[src/rtl/fpu_scheduler_if.sv]
// fpu_scheduler_if: issue, datapath, writeback and hazard signals of the FPU scheduler
interface fpu_scheduler_if #(
    parameter int RegAddrWidth = 5,
    parameter int DataWidth    = 32
);
    logic                    start;
    logic [RegAddrWidth-1:0] fd_addr;
    logic                    start_ack;
    logic [3:0]              stage_en;
    logic [DataWidth-1:0]    fpu_result;
    logic                    mem_fp_write;
    logic [RegAddrWidth-1:0] mem_fp_dst;
    logic [DataWidth-1:0]    mem_fp_val;
    logic                    fp_we;
    logic [RegAddrWidth-1:0] fp_waddr;
    logic [DataWidth-1:0]    fp_wdata;
    logic                    fpu_working;
    logic [RegAddrWidth-1:0] busy_dst;
    logic                    d_fp_read;
    logic [RegAddrWidth-1:0] d_fs_a;
    logic [RegAddrWidth-1:0] d_ft_a;
    logic                    stall_d;

    modport master (
        output start, fd_addr, fpu_result, mem_fp_write, mem_fp_dst, mem_fp_val,
               d_fp_read, d_fs_a, d_ft_a,
        input  start_ack, stage_en, fp_we, fp_waddr, fp_wdata, fpu_working,
               busy_dst, stall_d
    );

    modport slave (
        input  start, fd_addr, fpu_result, mem_fp_write, mem_fp_dst, mem_fp_val,
               d_fp_read, d_fs_a, d_ft_a,
        output start_ack, stage_en, fp_we, fp_waddr, fp_wdata, fpu_working,
               busy_dst, stall_d
    );
endinterface

[src/rtl/fpu_scheduler.sv]
// fpu_scheduler: sequences the multi-cycle FPU and arbitrates the FP write port against LWC1
module fpu_scheduler #(
    parameter int RegAddrWidth = 5,
    parameter int DataWidth    = 32
) (
    input logic            clk,
    input logic            reset,
    fpu_scheduler_if.slave bus
);
    typedef enum logic [2:0] {IDLE, CMP, OPR, ALN, NRM, WB} state_t;

    state_t                  state, state_nxt;
    logic                    squash;
    logic [DataWidth-1:0]    result;
    logic [RegAddrWidth-1:0] dst;
    logic                    waw;
    logic                    wb_ok;

    // a younger LWC1 to our destination after CMP makes the FPU result stale
    assign waw   = bus.mem_fp_write && bus.mem_fp_dst == dst && state inside {OPR, ALN, NRM, WB};
    assign wb_ok = state == WB && !squash;

    // state register
    always_ff @(posedge clk or posedge reset) begin
        if (reset) state <= IDLE;
        else       state <= state_nxt;
    end

    // squash flag, result capture and in-flight destination
    always_ff @(posedge clk or posedge reset) begin
        if (reset) begin
            squash <= 1'b0;
            result <= '0;
            dst    <= '0;
        end else begin
            squash <= state_nxt == IDLE ? 1'b0 : squash | waw;
            if (state == NRM) result <= bus.fpu_result;
            dst <= (state == IDLE && bus.start) ? bus.fd_addr : (state_nxt == IDLE ? '0 : dst);
        end
    end

    // next state and all outputs; LWC1 always owns the write port when it asks
    always_comb begin
        state_nxt = state;
        case (state)
            IDLE:    state_nxt = bus.start ? CMP : IDLE;
            CMP:     state_nxt = OPR;
            OPR:     state_nxt = ALN;
            ALN:     state_nxt = NRM;
            NRM:     state_nxt = WB;
            WB:      state_nxt = bus.mem_fp_write ? WB : IDLE;
            default: state_nxt = IDLE;
        endcase
        bus.start_ack   = bus.start && state == IDLE;
        bus.stage_en    = state == CMP ? 4'b0001 :
                          state == OPR ? 4'b0010 :
                          state == ALN ? 4'b0100 :
                          state == NRM ? 4'b1000 : 4'b0000;
        bus.fpu_working = state != IDLE;
        bus.busy_dst    = dst;
        bus.stall_d     = state != IDLE &&
                          (bus.start || (bus.d_fp_read && (bus.d_fs_a == dst || bus.d_ft_a == dst)));
        bus.fp_we       = bus.mem_fp_write || wb_ok;
        bus.fp_waddr    = bus.mem_fp_write ? bus.mem_fp_dst : (wb_ok ? dst : '0);
        bus.fp_wdata    = bus.mem_fp_write ? bus.mem_fp_val : (wb_ok ? result : '0);
    end
endmodule

[src/flat_wrapper.sv]
// flat-port wrapper written by rule: the top's interface ports become plain ports
module fpu_scheduler_flat 
#(
    parameter int RegAddrWidth = 5,
    parameter int DataWidth    = 32
)
  (clk, reset, bus_start, bus_fd_addr, bus_fpu_result, bus_mem_fp_write, bus_mem_fp_dst, bus_mem_fp_val, bus_d_fp_read, bus_d_fs_a, bus_d_ft_a, bus_start_ack, bus_stage_en, bus_fp_we, bus_fp_waddr, bus_fp_wdata, bus_fpu_working, bus_busy_dst, bus_stall_d);
  fpu_scheduler_if #(.RegAddrWidth(RegAddrWidth), .DataWidth(DataWidth)) bus_i ();
  input logic clk;
  input logic reset;
  input wire logic [$bits(bus_i.start)-1:0] bus_start;
  input wire logic [$bits(bus_i.fd_addr)-1:0] bus_fd_addr;
  input wire logic [$bits(bus_i.fpu_result)-1:0] bus_fpu_result;
  input wire logic [$bits(bus_i.mem_fp_write)-1:0] bus_mem_fp_write;
  input wire logic [$bits(bus_i.mem_fp_dst)-1:0] bus_mem_fp_dst;
  input wire logic [$bits(bus_i.mem_fp_val)-1:0] bus_mem_fp_val;
  input wire logic [$bits(bus_i.d_fp_read)-1:0] bus_d_fp_read;
  input wire logic [$bits(bus_i.d_fs_a)-1:0] bus_d_fs_a;
  input wire logic [$bits(bus_i.d_ft_a)-1:0] bus_d_ft_a;
  output wire logic [$bits(bus_i.start_ack)-1:0] bus_start_ack;
  output wire logic [$bits(bus_i.stage_en)-1:0] bus_stage_en;
  output wire logic [$bits(bus_i.fp_we)-1:0] bus_fp_we;
  output wire logic [$bits(bus_i.fp_waddr)-1:0] bus_fp_waddr;
  output wire logic [$bits(bus_i.fp_wdata)-1:0] bus_fp_wdata;
  output wire logic [$bits(bus_i.fpu_working)-1:0] bus_fpu_working;
  output wire logic [$bits(bus_i.busy_dst)-1:0] bus_busy_dst;
  output wire logic [$bits(bus_i.stall_d)-1:0] bus_stall_d;
  assign bus_i.start = bus_start;
  assign bus_i.fd_addr = bus_fd_addr;
  assign bus_i.fpu_result = bus_fpu_result;
  assign bus_i.mem_fp_write = bus_mem_fp_write;
  assign bus_i.mem_fp_dst = bus_mem_fp_dst;
  assign bus_i.mem_fp_val = bus_mem_fp_val;
  assign bus_i.d_fp_read = bus_d_fp_read;
  assign bus_i.d_fs_a = bus_d_fs_a;
  assign bus_i.d_ft_a = bus_d_ft_a;
  assign bus_start_ack = bus_i.start_ack;
  assign bus_stage_en = bus_i.stage_en;
  assign bus_fp_we = bus_i.fp_we;
  assign bus_fp_waddr = bus_i.fp_waddr;
  assign bus_fp_wdata = bus_i.fp_wdata;
  assign bus_fpu_working = bus_i.fpu_working;
  assign bus_busy_dst = bus_i.busy_dst;
  assign bus_stall_d = bus_i.stall_d;
  fpu_scheduler #(.RegAddrWidth(RegAddrWidth), .DataWidth(DataWidth)) u_core (.clk(clk), .reset(reset), .bus(bus_i));
endmodule
[config.mk]
export PLATFORM = sky130hd
export DESIGN_NAME = fpu_scheduler_flat
export DESIGN_NICKNAME = d
export VERILOG_FILES = /design/src/rtl/fpu_scheduler_if.sv /design/src/rtl/fpu_scheduler.sv /design/src/flat_wrapper.sv
export SDC_FILE = /design/constraint.sdc
export NUM_CORES = 1
export LEC_CHECK = 0
export CAP_MARGIN = 20
export CORE_ASPECT_RATIO = 1.2
export CORE_MARGIN = 2
export CORE_UTILIZATION = 38
export DETAILED_ROUTE_END_ITERATION = 8
export HOLD_SLACK_MARGIN = 0.03
export PLACE_DENSITY_LB_ADDON = 0.05
export REMOVE_ABC_BUFFERS = 1
export SLEW_MARGIN = 25
export SYNTH_ARGS = -nofsm -noshare
export SYNTH_HDL_FRONTEND = slang
export SYNTH_SLANG_ARGS = --single-unit
[constraint.sdc]
create_clock -name clk -period 1.65 [get_ports clk]
set_input_delay 0.165 -clock clk [delete_from_list [all_inputs] [get_ports clk]]
set_output_delay 0.165 -clock clk [all_outputs]
set_load 0.01 [all_outputs]
==> results_dict.tcl, run 1 <==
set metrics [dict create \
    setup_viol 39 \
    fin_ws_ns -0.161 \
    gr-usage-all-layers_pct 19.2 \
    yosysWarningCount 0 \
    drtPass1Iterations 4 \
    tightest_slew_ns 0.394 \
    yosysSeqAreaShare_pct 42.5 \
    yosys-top-cells-area "dfrtp_1 43%, mux2i_1 15%, mux2_2 14%" \
    htree_levels 2 \
    netlist.area_leader.share_pct 42.5 \
    clkSlewWorstSetupHoldPaths_ns 0.07 \
    synth_ff_type "dfrtp_1" \
    synth_edf_count 0 \
    ios 139 \
    synth_top_area_cell "dfrtp_1" \
    drc_errors 0 \
    grt_max_degree 42 \
    cts.path.max_buffers 2 \
    dp_hpwl_um 5210 \
    cp.required_ns 1.48 \
    synth-seq-cells 41 \
    numPortBuffers 138 \
    dpl.cell_count 441 \
    path_class "reg -> out" \
    vias_per_cell 4.72 \
    post_synth_and_or_nand_nor_area_fraction_pct 11.8 \
    worstPathArrival_ns 1.65 \
    core-area_um2 6090 \
    start_kind "flip-flop" \
    grt_overflow 0 \
    diodes 0 \
    root_buffer "clkbuf_8" \
    min_period_ns 1.81 \
    ant_nets 0 \
    seq_area_um2 1030 \
    period_share_pct 110 \
    drv_cap 0 \
    powerDensity_nw_per_um2 1290 \
    fin_skew_ns 0.00398 \
    multiInputGateArea_um2 1280 \
    die_h_um 91.3 \
    fin_cells 454 \
    synth_async_sr_flop_share_pct 100 \
    syn_to_final_growth_pct 64.7 \
    synth_compound_area_share_pct 3.48 \
    total_power_mw 5.11 \
    cts_hold_buf 0 \
    grt_pass1_vias 2209 \
    wl_per_cell_um 15.1 \
    first_iter_violations 42 \
    fin_nets 461 \
    place_congestion 0.780 \
    syn-cell-area_um2 2410 \
    synth_common_cells "41 x dfrtp_1, 41 x nor2_1, 37 x mux2i_1" \
    regToRegStartpoint "u_core.state[1]" \
    synthAdderAreaFrac_pct 0 \
    rsz0062_at_grt "yes" \
    nFillCells 544 \
    fmax_mhz 552 \
    cp_max_fo 7 \
    slew_viol_final 0 \
    leakage_nw 1.87 \
    outcome "complete, but fails checks" \
    initial_utilization_pct 39.6 \
    fp.dieArea_um2 7000 \
    chipWidth_um 76.7 \
    num_rows 31 \
    synth_top_family_by_area "multiplexers" \
    r2r-end "u_core.result[31]" \
    r2r_cells 5 \
    end_kind "output pin" \
    ys_types 31 \
    clk_latency_ns 0.29 \
    drive_above_1_share_pct 34.4 \
    final_hold_viol_count 0 \
    syn_inst 216 \
    reg2reg_slack_ns 0.06 \
    slew_headroom_pct 73.7 \
    hp-class "in -> async" \
    synth_xor_area_share_pct 5.81 \
    cts_sinks 41 \
    synth_mux_area_share_pct 30.3 \
    ir_worst_vdd_mv 0.764 \
    violations "setup timing" \
    syn-mean-instance-area_um2 11.2 \
    vias 2141 \
    grt_first_pass_wirelength_um 10800 \
    antenna_found_initial 0 \
    tritoncts "built" \
    drt-total-wl_um 6860 \
    cts_buffers 5 \
]
[worst max-delay path by stage]
stage                     cells after the start  slack, ns                to       startpoint
after floorplan                               4      -0.67         bus_fp_we  u_core.state[1]
after global placement                        6      -0.21       bus_stall_d    bus_d_fs_a[3]
after detailed placement                      6      -0.27       bus_stall_d    bus_d_fs_a[3]
after CTS                                     7      -0.15   bus_fp_waddr[3]  u_core.state[1]
after global routing                          6      -0.23  bus_fp_wdata[16]  u_core.state[1]
final                                         7      -0.16   bus_fp_waddr[3]  u_core.state[1]
[stage by stage]
stage	setup slack, ns	setup TNS [ns]	hold slack, ns	utilization (%)	cell area (um2)
after global routing	-0.235	-7.42	0.226	65.3	3970
after detailed placement	-0.272	-5.43	0.484	65.4	3990
after floorplan	-0.666	-38.73	0.298	-	2280
final	-0.161	-3.63	0.210	65.3	3970
after CTS	-0.154	-1.68	0.212	64.0	3900
after global placement	-0.205	-4.93	0.477	65.4	3990
[cells by family (layout without fill, tap and decap cells)]
group                  count (synthesis)  in the layout
AO/OA/AOI/OAI                         10             10
AND/OR/NAND/NOR                       58             58
flip-flops                            41             41
XOR/XNOR                              16             16
multiplexers                          69             69
buffers and inverters                 22            178
[power by group]
| group | switching (mW) | leakage [nW] | total, mW | internal, mW |
|---|---|---|---|---|
| combinational | 1.11 | 1.33 | 2.64 | 1.53 |
| clock | 0.327 | 0.0443 | 0.659 | 0.332 |
| sequential | 0.316 | 0.495 | 1.81 | 1.49 |
[area by class of cell]
type                    instances  share of cell area, %
multi-input cells             153                   32.2
repair buffers                167                   36.7
inverters                       4                  0.378
clock buffers                   7                   2.17
well taps                      82                   2.58
flip-flops and latches         41                   25.9
[metal layers]
metal	vias to the layer above	wire length, um	GRT usage [%]
li1	1046	-	-
met1	1001	2820	23.4
met2	81	3500	33.2
met3	13	400	4.57
met4	0	137	6.36
met5	-	0	0
[layout by cell type, fill, tap and decap left out, drive strengths merged, types with 5 or more instances in the layout]
master / netlist / layout
xnor2: 6 / 6
mux2i: 37 / 37
nor2: 41 / 41
xor2: 10 / 10
clkdlybuf4s50: 0 / 92
mux2: 32 / 32
clkbuf: 3 / 9
buf: 15 / 71
dfrtp: 41 / 41
a22o: 5 / 5
[worst max-delay path, stage by stage (launching register included)]
cell	delay [ns]
dfrtp_1	0.43
nand2b_4	0.16
nor3b_2	0.19
nor2_2	0.10
buf_6	0.15
buf_6	0.11
nor2_1	0.08
buf_2	0.14
[registers in the layout, indices dropped and copies added (netlist names)]
name	count
u_core.result	32
u_core.bus.busy_dst	5
u_core.state	3
u_core.squash	1
[timing repair]
action / in CTS / in global routing
gates resized for setup: 171 / 25
endpoints found under the setup margin: 60 / 71
endpoints found under the hold margin: 0 / 0
pin swaps: 4 / 5
buffers inserted: 1 / 3
cloned: 0 / 2
Power figures use the tool's default switching activity.
==> run 2: changes to the inputs <==
--- a/config.mk
+++ b/config.mk
@@ -6,9 +6,10 @@
 export NUM_CORES = 1
 export LEC_CHECK = 0
 export CAP_MARGIN = 20
-export CORE_ASPECT_RATIO = 1.2
+export CORE_ASPECT_RATIO = 1.1
 export CORE_MARGIN = 2
-export CORE_UTILIZATION = 38
+export CORE_UTILIZATION = 39
+export CTS_BUF_LIST = sky130_fd_sc_hd__clkbuf_8
 export DETAILED_ROUTE_END_ITERATION = 8
 export HOLD_SLACK_MARGIN = 0.03
 export PLACE_DENSITY_LB_ADDON = 0.05
==> run 2 against run 1 <==
  * The flow still finishes with violations (setup timing)
  * Maximum frequency grew 2.4%
  * Clock-buffer cell count down 1
  * Via count grew 1.9%
  * Clock power up 3%
  * Power is 2.1% higher
  * Die area fell by 2.5%
  * Utilization increased by 1.5 points
  * Routed wire length shrank 0.23%
  * Critical path depth decreased by 1
  * Global-route usage fell by 0.41 points
  * Critical endpoint is now bus_fp_wdata[24]
  * Final cell count is 1.3% lower
  * Clock skew increased by 0.0070 ns
==> results_dict.tcl, run 2 (synthesized netlist as in run 1, its figures left out) <==
set metrics [dict create \
    outcome "complete, but fails checks" \
    violations "setup timing" \
    fin_skew_ns 0.0110 \
    period_share_pct 107 \
    vias 2182 \
    cp_num_buf_inv 2 \
    htree_levels 2 \
    crit_path_cell_trace "nand2b_4, nor3b_4, nor2_4, clkbuf_16, nor2_1, buf_2" \
    drtPass1Iterations 4 \
    gr-usage-all-layers_pct 18.8 \
    drive_above_1_share_pct 37.2 \
    fin_cells 448 \
    chipWidth_um 79.0 \
    grt_first_pass_wirelength_um 10200 \
    dr_wl_met3_um 424 \
    cts.path.max_buffers 2 \
    final_hold_viol_count 0 \
    maxUsedRoutingLayer "met4" \
    wl_per_cell_um 15.3 \
    slew_headroom_pct 73.6 \
    cpLargestDelayFamily "simple AND/OR/NAND/NOR gates" \
    min_period_ns 1.77 \
    dp_hpwl_um 4860 \
    ios 139 \
    root_buffer "clkbuf_8" \
    clk_latency_ns 0.29 \
    syn_to_final_growth_pct 68.4 \
    fmax_mhz 566 \
    fin_ws_ns -0.118 \
    total_power_mw 5.22 \
    mostFrequentLayoutCell "clkdlybuf4s50_1" \
    slowest_stage "dfrtp_1" \
    slew_viol_final 0 \
    ant_nets 0 \
    post-place-ws_ns -0.282 \
    largest_register "u_core.result" \
    antenna_found_initial 0 \
    grt_overflow 0 \
    met1_length_um 2760 \
    fin_nets 457 \
    first_iter_violations 65 \
    drt-total-wl_um 6840 \
    numPortBuffers 138 \
    cts_hold_buf 0 \
    hp-class "in -> async" \
    rsz0062_at_grt "yes" \
    leakage_nw 1.86 \
    ir_worst_vdd_mv 0.605 \
    final_cell_mix "92 x clkdlybuf4s50_1, 39 x dfrtp_1, 37 x mux2i_1, 36 x buf_2, 29 x mux2_2" \
    setup_tns_ns -3.29 \
    cp.required_ns 1.48 \
    cp_max_fo 12 \
    tritoncts "built" \
    place_congestion 0.758 \
    cts_sinks 41 \
    grt_pass1_vias 2165 \
    core-area_um2 6080 \
    dpl.cell_count 434 \
    drv_cap 0 \
    drc_errors 0 \
    clkSlewWorstSetupHoldPaths_ns 0.08 \
    cts_buffers 5 \
    slowest_delay_ns 0.41 \
    diodes 0 \
    wl_met2_um 3590 \
    path_class "reg -> out" \
    start_kind "flip-flop" \
    setup_viol 39 \
    end_kind "output pin" \
    die_h_um 86.5 \
    num_rows 30 \
    worstPathArrival_ns 1.60 \
    largest_register_ffs 32 \
    powerDensity_nw_per_um2 1280 \
    tightest_slew_ns 0.392 \
    initial_utilization_pct 39.7 \
    fp.dieArea_um2 6830 \
    vias_per_cell 4.87 \
    grt_max_degree 33 \
]
run 2: area by class of cell:
type / instances / area (um2)
Fill cell: 536 / 2020
Multi-Input combinational cell: 153 / 1350
Clock inverter: 1 / 7.51
Tap cell: 80 / 100
Clock buffer: 6 / 82.6
Sequential cell: 41 / 1030
Inverter: 4 / 15.0
Timing Repair Buffer: 163 / 1480
run 2: stage by stage:
step / hold WS [ns] / area, um2 / util [%]
after floorplan: 0.298 / 2280 / -
after detailed placement: 0.476 / 3950 / 64.9
after CTS: 0.219 / 4030 / 66.2
after global routing: 0.261 / 4060 / 66.8
final: 0.215 / 4060 / 66.8
after global placement: 0.475 / 3950 / 64.9
run 2: metal layers:
metal	GRT usage [%]	up-vias
met1	23.3	1063
li1	-	1043
met5	0	-
met4	5.17	0
met2	32.7	70
met3	4.69	6
run 2: where the power goes:
group | internal [mW] | total [mW] | switching [mW]
logic | 1.58 | 2.74 | 1.16
clock network | 0.331 | 0.676 | 0.345
registers | 1.49 | 1.80 | 0.307
total | 3.40 | 5.22 | 1.81
run 2: path summary, 6_finish.rpt:
check                                  start  cells past startpoint  slack, ns                end
max                          u_core.state[1]                      6      -0.12   bus_fp_wdata[24]
min                                    reset                      3       0.21      u_core.squash
min in group clk            bus_mem_fp_write                      4       0.42    u_core.state[0]
max reg2reg                  u_core.state[0]                      5       0.01  u_core.result[22]
max in group asynchronous              reset                      3       1.19  u_core.result[14]
min reg2reg                u_core.result[30]                      1       0.49  u_core.result[30]
run 2: repair_timing:
| action | CTS | global route |
|---|---|---|
| cloned | 1 | 2 |
| setup endpoints to repair | 45 | 75 |
| setup buffers | 1 | 3 |
| gates resized for setup | 88 | 127 |
| pin swaps | 2 | 15 |
run 2: tightest hold or removal path, delay by kind of cell:
kind	cells	cell delay, ns
buffers and inverters	3	0.73
==> edit 1: new RTL, settings of run 1 <==
`RegAddrWidth` is set to 5 in 3 places; all go to 7.
--- a/src/rtl/fpu_scheduler_if.sv
+++ b/src/rtl/fpu_scheduler_if.sv
@@ -1,6 +1,6 @@
 // fpu_scheduler_if: issue, datapath, writeback and hazard signals of the FPU scheduler
 interface fpu_scheduler_if #(
-    parameter int RegAddrWidth = 5,
+    parameter int RegAddrWidth = 7,
     parameter int DataWidth    = 32
 );
     logic                    start;
--- a/src/rtl/fpu_scheduler.sv
+++ b/src/rtl/fpu_scheduler.sv
@@ -1,6 +1,6 @@
 // fpu_scheduler: sequences the multi-cycle FPU and arbitrates the FP write port against LWC1
 module fpu_scheduler #(
-    parameter int RegAddrWidth = 5,
+    parameter int RegAddrWidth = 7,
     parameter int DataWidth    = 32
 ) (
     input logic            clk,
--- a/src/flat_wrapper.sv
+++ b/src/flat_wrapper.sv
@@ -1,7 +1,7 @@
 // flat-port wrapper written by rule: the top's interface ports become plain ports
 module fpu_scheduler_flat 
 #(
-    parameter int RegAddrWidth = 5,
+    parameter int RegAddrWidth = 7,
     parameter int DataWidth    = 32
 )
   (clk, reset, bus_start, bus_fd_addr, bus_fpu_result, bus_mem_fp_write, bus_mem_fp_dst, bus_mem_fp_val, bus_d_fp_read, bus_d_fs_a, bus_d_ft_a, bus_start_ack, bus_stage_en, bus_fp_we, bus_fp_waddr, bus_fp_wdata, bus_fpu_working, bus_busy_dst, bus_stall_d);
Ports: changed (6 resized); port bits go from 139 to 151. No check against the original RTL was run, so the function may have changed too.
==> edit 1 against run 1 <==
  * The run still ends with setup timing left
  * Sequential cell count is 2 higher
  * Routed wire length is 18% higher
  * Clock power is 7.6% lower
  * Design area is 13% higher
  * Power is 11% higher
  * Worst setup slack worse by 43 ps
  * Area after synthesis is 5.4% higher
  * Count of clock-buffer cells in the layout is 1 lower
==> edit 1: results (changes against run 1) <==
[final_layout]
layout-drive-gt1-share_pct=37.6  ; +3.2 points
top_register=u_core.result
fin_nets=518  ; +12%
fillers=535  ; -1.7%
antenna_cells=0  ; unchanged
largest_reg_flops=32  ; unchanged

[global_route]
grt_pass1_vias=2527  ; +14%
antenna_found_initial=0  ; unchanged
grt_pass1_wl_um=12700  ; +18%
grt_usage_pct=22.5  ; +3.3 points
grt_max_degree=33  ; -21%

[yosys]
synth_cells=240  ; +11%
synth_common_cells=dfrtp_1, nor2_1, mux2i_1, mux2_2, xor2_1
synth_async_sr_flop_share_pct=100  ; unchanged
synth.distinct_cells=31  ; unchanged
seq_area_frac_synth_pct=42.3  ; -0.21 points
ys_warn_count=0  ; unchanged
synthTopCellsByArea=dfrtp_1, mux2i_1, mux2_2

[timing]
clock_skew_ps=4.20  ; +0.225 ps
fin_ws_ps=-204  ; -42.9 ps
setup_viol=49  ; +26%
slew_headroom_pct=76.6  ; +2.9 points

[job]
drv_cap=0  ; unchanged

[critical_path]
arrival_ps=1690  ; +40 ps
critical_path.slowest_cell=dfrtp_1
cp_top_family=buffers and inverters
cp_slowest_stage_delay_ps=390  ; -40 ps
cp_max_fo=4  ; -3

[routing]
top_layer=met4
drt_iter0_drc=68  ; +62%
num_vias=2438  ; +14%
via_per_inst=4.83  ; +2.4%
wl_met1_um=3380  ; +20%
wl_met2_um=4180  ; +20%
dr_wl_met3_um=466  ; +17%
post_drt_wl_per_cell_um=16.1  ; +6.4%
firstDrtPassIters=4  ; unchanged

[place]
place_hpwl_um=5360  ; +2.9%
io_buffers=150  ; +8.7%
routabilityCongestion=0.769  ; -1.4%
dp_cells=472  ; +7.0%

[run_status]
violations=setup timing
outcome=complete, but fails checks

[cts]
cts_buffer_depth=2  ; unchanged
cts_root_buffer=clkbuf_8
clkTransAtPathRegs_ps=80
htree_levels=2  ; unchanged
insertion_delay_ps=290  ; about the same
numCtsBuffers=5  ; unchanged

[power]
leakagePower_nw=2.12  ; +14%
peakVddDrop_uv=733  ; -4.1%

[min_path]
hold_path.class=input port to asynchronous set/reset pin

-- edit 1: cell count changes after synthesis, moves of 3 or more --
cell and change:
nor3_1 +3, mux2_1 -3, nand2_1 +3, mux2_2 +3, buf_2 -3, xor2_1 +5
clkbuf_1 +9, buf_6 -4
-- edit 1: cell families after synthesis --
logic type	count (synthesis)	share of synthesized area [%]
AO/OA/AOI/OAI	13	4.04
XOR/XNOR	22	7.58
buffers and inverters	27	5.46
flip-flops	43	42.3
multiplexers	71	29.5
AND/OR/NAND/NOR	64	11.1
-- edit 1: stage by stage --
step                total power [W]  setup slack, ps  utilization, %  cell area, µm²  setup TNS, ps
detailed placement          0.00475             -524            65.3            4210         -20740
floorplan                   0.00328             -650               -            2420         -39710
finish                      0.00566             -204            69.9            4510          -5700
global placement            0.00469             -455            65.3            4210         -18190
global route                0.00604             -290            69.9            4510          -9980
CTS                         0.00554             -210            67.9            4380          -6160
-- edit 1: worst paths after layout --
path	from	end	slack (ps)	cells after the start
setup / recovery	u_core.state[1]	bus_fp_wdata[20]	-200	8
hold / removal	reset	u_core.bus.busy_dst[6]	230	3
setup reg to reg	u_core.state[1]	u_core.bus.busy_dst[5]	-50	8
hold reg to reg	u_core.result[14]	u_core.result[14]	510	1
max in group asynchronous	reset	u_core.result[11]	1180	3
min in group clk	bus_fd_addr[2]	u_core.bus.busy_dst[2]	480	2
-- edit 1: worst register-to-register path, stage by stage (launching register included) --
cell,delay (ps)
dfrtp_1,390
buf_4,160
or3_4,390
buf_12,140
nor2_4,100
buf_4,120
buf_6,80
buf_6,110
a22o_1,140
-- edit 1: what timing repair did --
| action | in CTS | in global routing |
|---|---|---|
| setup buffers | 22 | 1 |
| gates resized for setup | 199 | 42 |
| setup endpoints to repair | 47 | 55 |
| pin swaps | 56 | 8 |
| gates cloned | 4 | 0 |
-- edit 1: area by class of cell --
class | count | area (µm²) | share of cell area [%]
tap | 85 | 106 | 2.36
inverter | 4 | 15.0 | 0.333
multi-input combinational | 174 | 1490 | 33.1
clock buffer | 6 | 72.6 | 1.61
timing repair buffer | 193 | 1740 | 38.7
sequential | 43 | 1080 | 23.9
-- edit 1: layer usage --
metal / vias to the layer above / global-route usage (%)
li1: 1180 / -
met1: 1159 / 27.1
met2: 90 / 40.8
met3: 9 / 4.73
met4: 0 / 4.97
met5: - / 0
-- edit 1: where the power goes --
part / internal [W] / switching [W] / leakage, nW
clock network: 0.000282 / 0.000327 / 0.0371
registers: 0.00155 / 0.000307 / 0.526
logic: 0.00186 / 0.00134 / 1.56
total: 0.00369 / 0.00198 / 2.12
==> edit 2: new RTL, flow settings as in run 1 <==
Made on the original files. Reset style: synchronous (`reset`), changed in 2 clocked blocks.
--- a/src/rtl/fpu_scheduler.sv
+++ b/src/rtl/fpu_scheduler.sv
@@ -21,13 +21,13 @@
     assign wb_ok = state == WB && !squash;
 
     // state register
-    always_ff @(posedge clk or posedge reset) begin
+    always_ff @(posedge clk) begin
         if (reset) state <= IDLE;
         else       state <= state_nxt;
     end
 
     // squash flag, result capture and in-flight destination
-    always_ff @(posedge clk or posedge reset) begin
+    always_ff @(posedge clk) begin
         if (reset) begin
             squash <= 1'b0;
             result <= '0;
Behaviour: differs if reset is asserted again (counterexample within 4 cycles, from zero or initial values and one cycle with reset high); with reset held inactive, the same outputs for 10 cycles.
==> edit 2 against run 1 <==
  * The flow still finishes with violations (setup timing)
  * Sequential share of layout area shrank 3.5 points
  * Area after synthesis shrank 14%
  * Design area fell by 6.8%
  * Sequential cell count stayed put
  * Synthesized cell count increased by 19%
  * Utilization up 5.1 points
  * Register-to-register slack improved by 70 ps
  * Routed wire length is 5.0% higher
  * Worst setup slack better by 29 ps
  * Global-route usage up 4.3 points
  * Critical path depth fell by 2
  * Highest routed layer unchanged
Power is not compared: it rests on default switching activity, and its combinational part moved more than twofold at a synthesized area within 25%.
==> edit 2: results (changes against run 1) <==
[global_route]
grt_max_degree=33  ; -21%
grt_pass1_wl_um=11400  ; +5.7%
grt_pass1_vias=2448  ; +11%
antenna_found_initial=0  ; unchanged
grt_usage_pct=23.5  ; +4.3 points

[routing]
post_drt_wl_per_cell_um=15.3  ; +1.0%
via_per_inst=5.13  ; +8.9%
drt_iter0_drc=129  ; +210%

[final_layout]
antenna_cells=0  ; unchanged
fin_nets=498  ; +8.0%
layout-drive-gt1-share_pct=23.2  ; -11 points

[critical_path]
critical_path.slowest_cell=or3_4
arrival_ps=1620  ; -30 ps
cp_max_fo=4  ; -3
cp_slowest_stage_delay_ps=400  ; -30 ps
r2r_cells=8  ; +3
reg2reg_from=u_core.state[1]
r2r-end=u_core.result[12]
r2r_slack_ps=130  ; +70 ps

[place]
routabilityCongestion=0.860  ; +10%
place_area_mm2=0.00359  ; -9.9%
place_hpwl_um=4880  ; -6.4%
place_ws_ps=-259  ; +12.4 ps

[run_status]
outcome=complete, but fails checks
violations=setup timing

[cts]
cts_root_buffer=clkbuf_8
insertion_delay_ps=290  ; about the same

[yosys]
ys_warn_count=0  ; unchanged
synth.distinct_cells=30  ; -3.2%
synth_common_cells=nand2_1, dfxtp_1, a22o_1, a21oi_1, clkbuf_1
synth_async_sr_flop_share_pct=0  ; -100 points
synth_ff_type=dfxtp_1
seq_area_frac_synth_pct=39.7  ; -2.8 points
synthTopCellsByArea=dfxtp_1, a22o_1, nand2_1

[min_path]
hp-start=bus_fpu_result[22]
min_to=u_core.result[22]
hold_path.class=input port to flop
holdPathStages=3

[timing]
finalSetupTns_ps=-2290  ; +1330 ps
drv_slew=0  ; unchanged
fin_ws_ps=-132  ; +29.0 ps
hold_ws_ps=408  ; +197 ps
tightest_slew_ps=349  ; -45.3 ps
setup_viol=39  ; unchanged
clock_skew_ps=5.54  ; +1.57 ps

## edit 2: kinds of logic after synthesis
logic type                share of synthesized area [%]
and+or+nand+nor                                    19.3
AOI/OAI and AO/OA                                  27.9
DFF                                                39.7
buffers and inverters                              6.24
xor gates and xnor gates                           6.78
## edit 2: worst max-delay path by stage
stage	from	endpoint	slack [ps]	depth (start not counted)
3_3_place_gp	bus_d_ft_a[3]	bus_stall_d	-220	6
3_5_place_dp	bus_d_ft_a[3]	bus_stall_d	-260	6
6_report	u_core.state[2]	bus_stall_d	-130	5
2_1_floorplan	u_core.state[2]	u_core.result[0]	-300	4
4_1_cts	u_core.state[1]	bus_fp_wdata[15]	-180	6
5_1_grt	u_core.squash	bus_fp_wdata[20]	-200	7
## edit 2: repair_timing
| action | in CTS | in global routing |
|---|---|---|
| endpoints found under the setup margin | 45 | 43 |
| setup buffers | 4 | 3 |
| pin swaps | 5 | 6 |
| gates resized for setup | 176 | 22 |
| cloned | 2 | 0 |
## edit 2: power breakdown
part | switching [W] | internal (W)
sequential | 0.0000229 | 0.00101
combinational | 0.000257 | 0.000410
clock | 0.000353 | 0.000492
total | 0.000633 | 0.00192
## edit 2: metrics by stage
stage / total power [W] / cells
floorplan: 0.00127 / 233
CTS: 0.00254 / 470
detailed placement: 0.00174 / 456
global placement: 0.00173 / 456
finish: 0.00255 / 472
global route: 0.00267 / 472
## edit 2: critical path: cells and delay by family (launching register included)
kind,cells,cell delay (ps)
DFF,1,370
and+or+nand+nor,3,540
buffers and inverters,1,140
AOI/OAI and AO/OA,1,270
## edit 2: final cells by class
cell class	instances	area, µm²
tap	62	77.6
sequential	41	828
timing repair buffer	169	1520
inverter	3	11.3
clock inverter	2	37.5
fill	443	1560
clock buffer	6	82.6
multi-input combinational	189	1150
## edit 2: layer usage
layer	up-vias	global-route usage [%]	part of all wire (%)
met4	0	6.52	1.5
met2	77	41.9	52
met5	-	0	0
met3	10	5.28	5.7
met1	1139	28.1	41
li1	1197	-	-
